**config.mk**
```make
export PLATFORM = sky130hd
export DESIGN_NAME = inst_fetch_unit
export DESIGN_NICKNAME = d
export VERILOG_FILES = /design/src/rtl/cpu_pkg.sv /design/src/rtl/fetch_fifo.sv /design/src/rtl/inst_fetch_unit.sv
export SDC_FILE = /design/constraint.sdc
export NUM_CORES = 1
export LEC_CHECK = 0
export ABC_AREA = 0
export CAP_MARGIN = 0
export CELL_PAD_IN_SITES_DETAIL_PLACEMENT = 1
export CELL_PAD_IN_SITES_GLOBAL_PLACEMENT = 1
export CORE_UTILIZATION = 42
export CTS_CLUSTER_DIAMETER = 50
export DETAILED_ROUTE_END_ITERATION = 7
export PLACE_DENSITY_LB_ADDON = 0.12
export SYNTH_ARGS = -nofsm -noshare
export SYNTH_HDL_FRONTEND = slang
export SYNTH_SLANG_ARGS = --single-unit
```
**constraint.sdc**
```tcl
create_clock -name clk -period 3.38 [get_ports clk]
set_input_delay 0.507 -clock clk [delete_from_list [all_inputs] [get_ports clk]]
set_output_delay 0.507 -clock clk [all_outputs]
set_load 0.005 [all_outputs]
```
**src/rtl/cpu_pkg.sv**
```systemverilog
`default_nettype none
// ============================================================================
//  Package     : cpu_pkg
//  Description : Constants and types shared by the fetch front-end and the
//                pipelined core (NOP encoding, reset PC, fetch FSM states,
//                operation-type codes).
//  Revision    : 1.0  initial release
// ============================================================================
package cpu_pkg;

    // Instruction presented to the core when no valid word is available
    localparam logic [31:0] NOP_INST         = 32'h0000_0000;

    // Default first fetch address after reset
    localparam logic [31:0] RESET_PC_DEFAULT = 32'h0000_0000;

    // Fetch front-end state machine
    typedef enum logic [1:0] {
        IDLE  = 2'd0,
        FETCH = 2'd1,
        DRAIN = 2'd2
    } fetch_state_e;

    // Operation classes decoded by the core
    localparam logic [1:0] OP_ALU = 2'd0;
    localparam logic [1:0] OP_MEM = 2'd1;
    localparam logic [1:0] OP_BEQ = 2'd2;
    localparam logic [1:0] OP_J   = 2'd3;

endpackage : cpu_pkg
`default_nettype wire

```
**src/rtl/fetch_fifo.sv**
```systemverilog
`default_nettype none
// ============================================================================
//  Module      : fetch_fifo
//  Description : Synchronous prefetch FIFO holding {address, instruction}
//                pairs. Clear has priority over push and pop.
//  Ports       : clk, rst         - clock, asynchronous active-high reset
//                push_i / data_i  - write one entry
//                pop_i            - consume the head entry
//                clear_i          - discard all entries
//                occupancy_o      - number of stored entries (0..DEPTH)
//                empty_o          - no entries stored
//                head_o           - oldest entry (undefined when empty)
//  Revision    : 1.0  initial release
// ============================================================================
module fetch_fifo #(
    parameter int unsigned DEPTH = 4,
    parameter int unsigned WIDTH = 64
) (
    input  logic                     clk,
    input  logic                     rst,
    input  logic                     push_i,
    input  logic                     pop_i,
    input  logic                     clear_i,
    input  logic [WIDTH-1:0]         data_i,
    output logic [$clog2(DEPTH):0]   occupancy_o,
    output logic                     empty_o,
    output logic [WIDTH-1:0]         head_o
);

    localparam int unsigned   AW   = $clog2(DEPTH);
    localparam int unsigned   CW   = AW + 1;
    localparam logic [CW-1:0] FULL = CW'(DEPTH);

    logic [WIDTH-1:0] mem_q [DEPTH];
    logic [AW-1:0]    wr_ptr_q;
    logic [AW-1:0]    rd_ptr_q;
    logic [CW-1:0]    count_q;
    logic             push_ok;
    logic             pop_ok;

    assign empty_o     = (count_q == '0);
    assign pop_ok      = pop_i && !empty_o;
    // A push into a full FIFO is accepted only if the head leaves in the same cycle
    assign push_ok     = push_i && ((count_q != FULL) || pop_ok);
    assign occupancy_o = count_q;
    assign head_o      = mem_q[rd_ptr_q];

    always_ff @(posedge clk or posedge rst) begin
        if (rst) begin
            wr_ptr_q <= '0;
            rd_ptr_q <= '0;
            count_q  <= '0;
        end else if (clear_i) begin
            wr_ptr_q <= '0;
            rd_ptr_q <= '0;
            count_q  <= '0;
        end else begin
            if (push_ok) wr_ptr_q <= wr_ptr_q + AW'(1);
            if (pop_ok)  rd_ptr_q <= rd_ptr_q + AW'(1);
            count_q <= count_q + CW'(push_ok) - CW'(pop_ok);
        end
    end

    // Storage needs no reset: entries are only visible through count_q
    always_ff @(posedge clk) begin
        if (push_ok && !clear_i) mem_q[wr_ptr_q] <= data_i;
    end

endmodule : fetch_fifo
`default_nettype wire

```
**src/rtl/inst_fetch_unit.sv**
```systemverilog
`default_nettype none
// ============================================================================
//  Module      : inst_fetch_unit
//  Description : Instruction fetch front-end. Issues word-aligned requests to
//                instruction memory, buffers in-order responses with their
//                addresses in a prefetch FIFO and presents them to the core.
//                Redirects flush the FIFO and drop in-flight stale responses.
//  Ports       : clk, rst                          - clock, async reset
//                imem_req_valid/addr/ready         - fetch request channel
//                imem_resp_valid/data              - in-order response channel
//                redirect_valid/addr               - core redirect pulse
//                stall                             - core holds its IF stage
//                inst_valid/instruction/inst_address - head word to the core
//  Revision    : 1.0  initial release
// ============================================================================
module inst_fetch_unit
    import cpu_pkg::*;
#(
    parameter int unsigned DEPTH    = 4,
    parameter logic [31:0] RESET_PC = RESET_PC_DEFAULT
) (
    input  logic        clk,
    input  logic        rst,
    output logic        imem_req_valid,
    output logic [31:0] imem_req_addr,
    input  logic        imem_req_ready,
    input  logic        imem_resp_valid,
    input  logic [31:0] imem_resp_data,
    input  logic        redirect_valid,
    input  logic [31:0] redirect_addr,
    input  logic        stall,
    output logic        inst_valid,
    output logic [31:0] instruction,
    output logic [31:0] inst_address
);

    localparam int unsigned   CW        = $clog2(DEPTH) + 1;
    localparam logic [CW:0]   CREDIT_LIM = (CW + 1)'(DEPTH);

    fetch_state_e  state_q, state_d;
    logic [31:0]   fetch_pc_q, fetch_pc_d;
    logic [31:0]   resp_pc_q, resp_pc_d;
    logic [CW-1:0] outst_q, outst_d;
    logic [CW-1:0] discard_q, discard_d;

    logic [CW-1:0] occupancy;
    logic          fifo_empty;
    logic [63:0]   fifo_head;
    logic [31:0]   redir_pc;
    logic [CW-1:0] outst_after_resp;
    logic          credit_ok;
    logic          accept;
    logic          drop;
    logic          push;
    logic          pop;

    fetch_fifo #(
        .DEPTH (DEPTH),
        .WIDTH (64)
    ) u_fifo (
        .clk         (clk),
        .rst         (rst),
        .push_i      (push),
        .pop_i       (pop),
        .clear_i     (redirect_valid),
        .data_i      ({resp_pc_q, imem_resp_data}),
        .occupancy_o (occupancy),
        .empty_o     (fifo_empty),
        .head_o      (fifo_head)
    );

    assign inst_valid    = !fifo_empty;
    assign instruction   = fifo_empty ? NOP_INST : fifo_head[31:0];
    assign inst_address  = fifo_empty ? 32'h0    : fifo_head[63:32];
    assign imem_req_addr = fetch_pc_q;
    assign pop           = inst_valid && !stall;

    always_comb begin
        redir_pc         = redirect_addr & ~32'h3;
        // Start-of-cycle occupancy: a same-cycle pop is ignored, which can
        // only under-issue and therefore never overflows the FIFO.
        credit_ok        = ({1'b0, occupancy} + {1'b0, outst_q}) < CREDIT_LIM;
        imem_req_valid   = (state_q == FETCH) && !redirect_valid && credit_ok;
        accept           = imem_req_valid && imem_req_ready;
        drop             = imem_resp_valid && (discard_q != '0);
        push             = imem_resp_valid && !drop && !redirect_valid;
        outst_after_resp = outst_q - CW'(imem_resp_valid);
        outst_d          = outst_after_resp + CW'(accept);

        fetch_pc_d = accept ? fetch_pc_q + 32'd4 : fetch_pc_q;
        resp_pc_d  = push   ? resp_pc_q  + 32'd4 : resp_pc_q;
        discard_d  = discard_q - CW'(drop);

        if (redirect_valid) begin
            fetch_pc_d = redir_pc;
            resp_pc_d  = redir_pc;
            // Everything still in flight belongs to the old path
            discard_d  = outst_after_resp;
        end
    end

    always_comb begin
        state_d = state_q;
        case (state_q)
            IDLE:    state_d = FETCH;
            FETCH:   state_d = FETCH;
            DRAIN:   state_d = (discard_d == '0) ? FETCH : DRAIN;
            default: state_d = IDLE;
        endcase
        if (redirect_valid) begin
            state_d = (discard_d != '0) ? DRAIN : FETCH;
        end
    end

    always_ff @(posedge clk or posedge rst) begin
        if (rst) begin
            state_q    <= IDLE;
            fetch_pc_q <= RESET_PC;
            resp_pc_q  <= RESET_PC;
            outst_q    <= '0;
            discard_q  <= '0;
        end else begin
            state_q    <= state_d;
            fetch_pc_q <= fetch_pc_d;
            resp_pc_q  <= resp_pc_d;
            outst_q    <= outst_d;
            discard_q  <= discard_d;
        end
    end

endmodule : inst_fetch_unit
`default_nettype wire

```
After elaboration in Yosys (flattened, before gate mapping)
Memories as Yosys holds them, arrays and structs flattened. Cells that the tools add are included.

Register bits: 79. Bits in writable memories: 256. Input bits: 70. Output and inout bits: 98. Word-level logic and storage cells: 66. Memories kept: 1.

Memories: u_fifo.mem_q (depth 4, bits a word 64, rd ports 1, clocked after memory_dff 0, wr ports 1, RTL line fetch_fifo.sv:34) `logic [WIDTH-1:0] mem_q [DEPTH];`.

Add/sub/neg operators: 10. Magnitude comparators: 1. Equal/unequal tests: 3. Multiplexer cells: 18. Reductions and logical operators: 25.

Operators by type and width (count): two-way mux 32 bit (6); adder 32 x 3 -> 32 bit (second input constant) (2); two-way mux 2 bit (7); logical AND 1 bit (10); subtractor 3 x 1 -> 3 bit (3); nonzero test 2 bit (4); adder 3 x 1 -> 3 bit (2); logical NOT 3 bit (2); two-way mux 3 bit (2); nonzero test 3 bit (2); adder 2 x 1 -> 2 bit (second input constant) (2); adder 3 x 3 -> 4 bit (1); logical NOT 1 bit (4); less-than comparator 4 x 3 -> 1 bit (second input constant) (1); one-hot mux 2 bit (2 select lines) (1); != test 3 bit (second input constant) (1); == test 2 x 1 -> 1 bit (second input constant) (1); == test 2 bit (second input constant) (1); logical NOT 2 bit (1); two-way mux 1 bit (2); OR reduction 2 bit (1); logical OR 1 bit (1).

Logic depth before layout (Yosys ltp)
Gate-level depths: netlist (run 1).

Depth in word-level cells: 9. Mapped depth: 10.

Modules after synthesis
Synthesis (run 1) repeated with hierarchy kept, for this count alone.

Cell total of the unflattened synthesis: 855. Area, all modules: 14074.7 um^2.

By module, submodules not included: fetch_fifo (times used 1, cells an instance 379, area an instance 9694.3 um^2, sequential area each 7862.5 um^2); inst_fetch_unit (times used 1, cells an instance 476, area an instance 4380.5 um^2, sequential area each 1701.6 um^2).

Worst setup path after synthesis (run 1)
No wires, ideal clock.

Path kind: input to register. Start point: input imem_resp_valid. End point: memory u_fifo.mem_q[2][0], enable pin. Setup time: 0.426 ns. Arrival time: 3.069 ns. Slack: -0.116 ns. Cell stages on the path: 4. Path buffers: 1. Path through: or4b_4 -> buf_6 -> a311oi_2 -> and2_1.

Cells in the longest elaborated chain, start to end: 8.

RTL lines: start: declaration (RTL line inst_fetch_unit.sv:27) `input logic imem_resp_valid,`; logical AND 1 bit (RTL line inst_fetch_unit.sv:85) `drop = imem_resp_valid && (discard_q != '0);`; logical NOT 1 bit (RTL line inst_fetch_unit.sv:86) `push = imem_resp_valid && !drop && !redirect_valid;`; logical AND 1 bit * (2 in series) (RTL line inst_fetch_unit.sv:86); logical AND 1 bit * (RTL line fetch_fifo.sv:44) `assign push_ok = push_i && ((count_q != FULL) || pop_ok);`; logical AND 1 bit * (RTL line fetch_fifo.sv:66) `if (push_ok && !clear_i) mem_q[wr_ptr_q] <= data_i;`; two-way mux 1 bit * (RTL line fetch_fifo.sv:66); two-way mux 1 bit (not written as such) * (RTL line fetch_fifo.sv:66); end: declaration (RTL line fetch_fifo.sv:34).

Mark *: on every way between the ends. The rest lies on a longest branch, timed or not.

Final worst setup path (run 1)
Start point: register u_fifo.rd_ptr_q[0]. End point: output inst_address[16].

Cells in the longest elaborated chain, start to end: 2.

RTL lines: start: declaration (RTL line fetch_fifo.sv:36) `logic [AW-1:0] rd_ptr_q;`; start signal: assignment (RTL line fetch_fifo.sv:59) `if (pop_ok) rd_ptr_q <= rd_ptr_q + AW'(1);`; memory read (4 x 64 bit); two-way mux 32 bit (RTL line inst_fetch_unit.sv:74) `assign inst_address = fifo_empty ? 32'h0 : fifo_head[63:32];`; end: declaration (RTL line inst_fetch_unit.sv:34) `output logic [31:0] inst_address`.

Every way passes these cells.

==> impl_metrics.csv, run 1 <==
group,metric,value,unit
worst_setup_path,arrival,2.68,ns
yosys,netlist_area,13600,µm²
global_routing,grt_use_met2,31.5,%
place,place_ws,0.301,ns
sta,fmax,0.314,GHz
yosys,synth_seq_cells,323,
yosys,ys_types,54,
yosys,yosys_most_used_dff,"edfxtp_1",
global_routing,antenna_found_initial,0,
cells_and_area,final_nets,1126,
route,via_per_inst,5.43,
die,die_area,33100,µm²
yosys,synth_area_leaders,"edfxtp_1 55%, dfrtp_1 14%, mux4_2 10%",
yosys,yosysTopAreaCellShare,54.7,%
clocking,path_clk_slew,0.05,ns
cells_and_area,final_cell_mix,"248 x edfxtp_1, 160 x clkdlybuf4s50_1, 73 x dfrtp_1",
run,drv_cap,0,
route,drtPass1Iterations,5,
worst_setup_path,worst_r2r_path_depth,8,
worst_setup_path,critPathKind,"flip-flop to output pin",
clocking,clock_latency,0.52,ns
die,die_h,182,µm
route,drt-wirelength-per-cell,20.6,µm
die,initial_core_util,42.9,%
sta,slew_violations,0,
power,power_per_cell_area,676,nW/µm²
cells_and_area,finalNonFillerCells,1470,
sta,setup-tns-final,0,ns
clocking,postCtsSetupBuffers,0,
yosys,synth_cells,851,
clocking,clockBufferDepth,3,
cells_and_area,final_layout_size_suffix_gt1_share,15.2,%
clocking,numClockSinks,323,
worst_setup_path,critical_path_required,2.87,ns
yosys,yosys_warnings,0,
yosys,synth_top_area_cell,"edfxtp_1",
clocking,cts_resized,0,
cells_and_area,layout.cells.most_common,"edfxtp_1",
cells_and_area,final_core_util,53.9,%
place,hpwl,19.7,mm
yosys,async_flop_share,23.2,%
outcome,status,"finished clean",
worst_setup_path,reg2reg_from,"discard_q[0]",
worst_setup_path,critPathBufInv,2,
sta,fin_crit_sh,94.3,%
global_routing,track_usage,19.0,%
sta,relSlewSlack,45.7,%
sta,finalHoldViolCount,0,
die,ios,168,
route,drc,0,
worst_setup_path,crit_end,"inst_address[16]",
global_routing,top_usage_layer,"met2",
sta,setup_viol,0,
clocking,cts_inserted_buffers,38,
route,vias,7980,
sta,tightestPinTransition,0.811,ns
yosys,yosysSeqAreaShare,68.5,%
worst_setup_path,endpoint_kind,"output pin",
worst_setup_path,cpMaxStageDelayCell,"dfrtp_4",
power,vdd_drop_max,0.554,mV
clocking,cts_tree,"done",
worst_setup_path,crit_cells,4,
route,drt_wl_total,30.3,mm
cells_and_area,antenna_cells,0,
die,rows,65,
global_routing,grtUsageMet3,3.15,%
sta,skew,0.0202,ns
worst_setup_path,crit_chain,"buf_12 -> mux4_2 -> nor2b_1 -> clkdlybuf4s50_1",
route,drt_iter0_markers,413,
die,core_area,31700,µm²
die,die_w,182,µm
sta,rsz0062_at_grt,"false",
worst_setup_path,cpPeakStageDelay,0.65,ns
route,antenna_left,0,
global_routing,grt_pass1_wl,48.5,mm
global_routing,met1_usage,26.4,%
worst_setup_path,crit_family,"buffers and inverters",
clocking,clockRootBuffer,"clkbuf_16",
global_routing,gr-total-overflow,0,
power,cellLeakagePower,5.83,nW
global_routing,grt_pass1_vias,8362,
global_routing,grt_max_degree,64,
place,dp.cells,1401,
min_path,hold_class,"primary input to flip-flop",
clocking,hold_buffers,0,
clocking,htree_levels,2,
worst_setup_path,r2r-end,"u_fifo.occupancy_o[2]",
yosys,syn_area_per_cell,16.0,µm²
place,io_buffers,161,
place,place_congestion,0.811,
worst_setup_path,worst-path-max-fanout,26,
sta,fin_ws,0.193,ns
worst_setup_path,cp-startpoint,"u_fifo.rd_ptr_q[0]",
yosys,synth_edf_count,248,
cells_and_area,area_growth,25.7,%
worst_setup_path,start_kind,"flip-flop",
sta,period_minus_slack,3.19,ns
worst_setup_path,r2r_slack,0.90,ns
-- cells by family after synthesis --
kind of cell    Yosys count  share of synthesized area, %
simple gates            251                          10.3
xor+xnor                 39                          2.51
flops                   323                          68.5
mux                      67                          10.7
buf+inv                  60                          2.06
fa+ha+maj                17                          1.62
other cells               1                        0.0276
compound gates           93                          4.32
-- metrics by stage --
step	total power [mW]	area, µm²	hold WS (ns)
global route	12.1	17100	0.241
global placement	7.71	15900	0.492
detailed placement	7.76	15900	0.500
floorplan	6.33	13600	0.456
CTS	11.8	17100	0.235
finish	11.6	17100	0.259
-- worst min-delay path by stage --
stage                             to           start  depth (start not counted)  slack [ns]
after CTS                 state_q[0]  redirect_valid                          2        0.24
after global placement    state_q[0]      state_q[1]                          1        0.49
after detailed placement  state_q[0]      state_q[1]                          1        0.50
after global routing      state_q[0]  redirect_valid                          2        0.24
final                     state_q[0]  redirect_valid                          2        0.26
after floorplan           state_q[0]      state_q[1]                          1        0.46
-- worst reg2reg max path, stage by stage (launching register included) --
cell	delay, ns
dfrtp_1	0.41
or4b_4	0.65
a311oi_2	0.31
ha_1	0.20
inv_1	0.05
fa_1	0.37
xor2_1	0.18
xnor2_1	0.14
nor2_1	0.05
-- where the power goes --
group	internal (mW)	leakage (nW)	total [mW]	switching (mW)
clock network	2.43	0.586	3.97	1.54
registers	4.54	3.15	4.84	0.307
logic	1.63	2.10	2.75	1.12
total	8.60	5.83	11.6	2.97
-- flip-flops by register name (all words and copies together) (netlist names) --
signal              cells
u_fifo.mem_q          248
resp_pc_q              30
u_fifo.occupancy_o      3
outst_q                 3
u_fifo.wr_ptr_q         2
state_q                 2
discard_q               3
imem_req_addr          30
u_fifo.rd_ptr_q         2
-- metal layers --
metal  wire (µm)  part of all wire (%)
met5           0                     0
met4         465                   1.5
met3        1460                   4.8
met2       14600                    48
met1       13800                    45
-- synth_stat cells, types with 3 or more instances --
| cell | number |
|---|---|
| xor2_1 | 23 |
| nor2_1 | 25 |
| nand4_1 | 25 |
| or3_1 | 3 |
| buf_2 | 6 |
| mux4_2 | 62 |
| nand2_1 | 53 |
| edfxtp_1 | 248 |
| a21boi_0 | 5 |
| clkbuf_1 | 26 |
| nor3_1 | 7 |
| xnor2_1 | 16 |
| nor2b_1 | 64 |
| nand3_1 | 29 |
| ha_1 | 16 |
| and3_1 | 13 |
| dfrtp_1 | 75 |
| mux2i_1 | 3 |
| and2_1 | 10 |
| inv_1 | 18 |
| buf_4 | 4 |
| o311ai_0 | 9 |
| o211ai_1 | 9 |
| nand2b_1 | 3 |
| o21ai_0 | 45 |
| a21oi_1 | 3 |
| nor4_1 | 3 |
| a31oi_1 | 10 |
| and4_1 | 4 |
-- layout make-up --
cell class	count	area (µm²)
Sequential cell	323	9330
Multi-Input combinational cell	471	4020
Inverter	18	67.6
Timing Repair Buffer	187	1950
Clock buffer	49	1010
Clock inverter	20	214
Tap cell	402	503
Fill cell	3037	14600
Note: power is estimated with default switching activity, not from simulation.
==> inputs of run 2 (changes only) <==
--- a/config.mk
+++ b/config.mk
@@ -6,13 +6,14 @@
 export NUM_CORES = 1
 export LEC_CHECK = 0
 export ABC_AREA = 0
-export CAP_MARGIN = 0
+export CAP_MARGIN = 15
 export CELL_PAD_IN_SITES_DETAIL_PLACEMENT = 1
 export CELL_PAD_IN_SITES_GLOBAL_PLACEMENT = 1
 export CORE_UTILIZATION = 42
 export CTS_CLUSTER_DIAMETER = 50
 export DETAILED_ROUTE_END_ITERATION = 7
 export PLACE_DENSITY_LB_ADDON = 0.12
+export SLEW_MARGIN = 20
 export SYNTH_ARGS = -nofsm -noshare
 export SYNTH_HDL_FRONTEND = slang
 export SYNTH_SLANG_ARGS = --single-unit
==> results of run 2 <==
Final layout, timing and power as in run 1 (identical DEF).
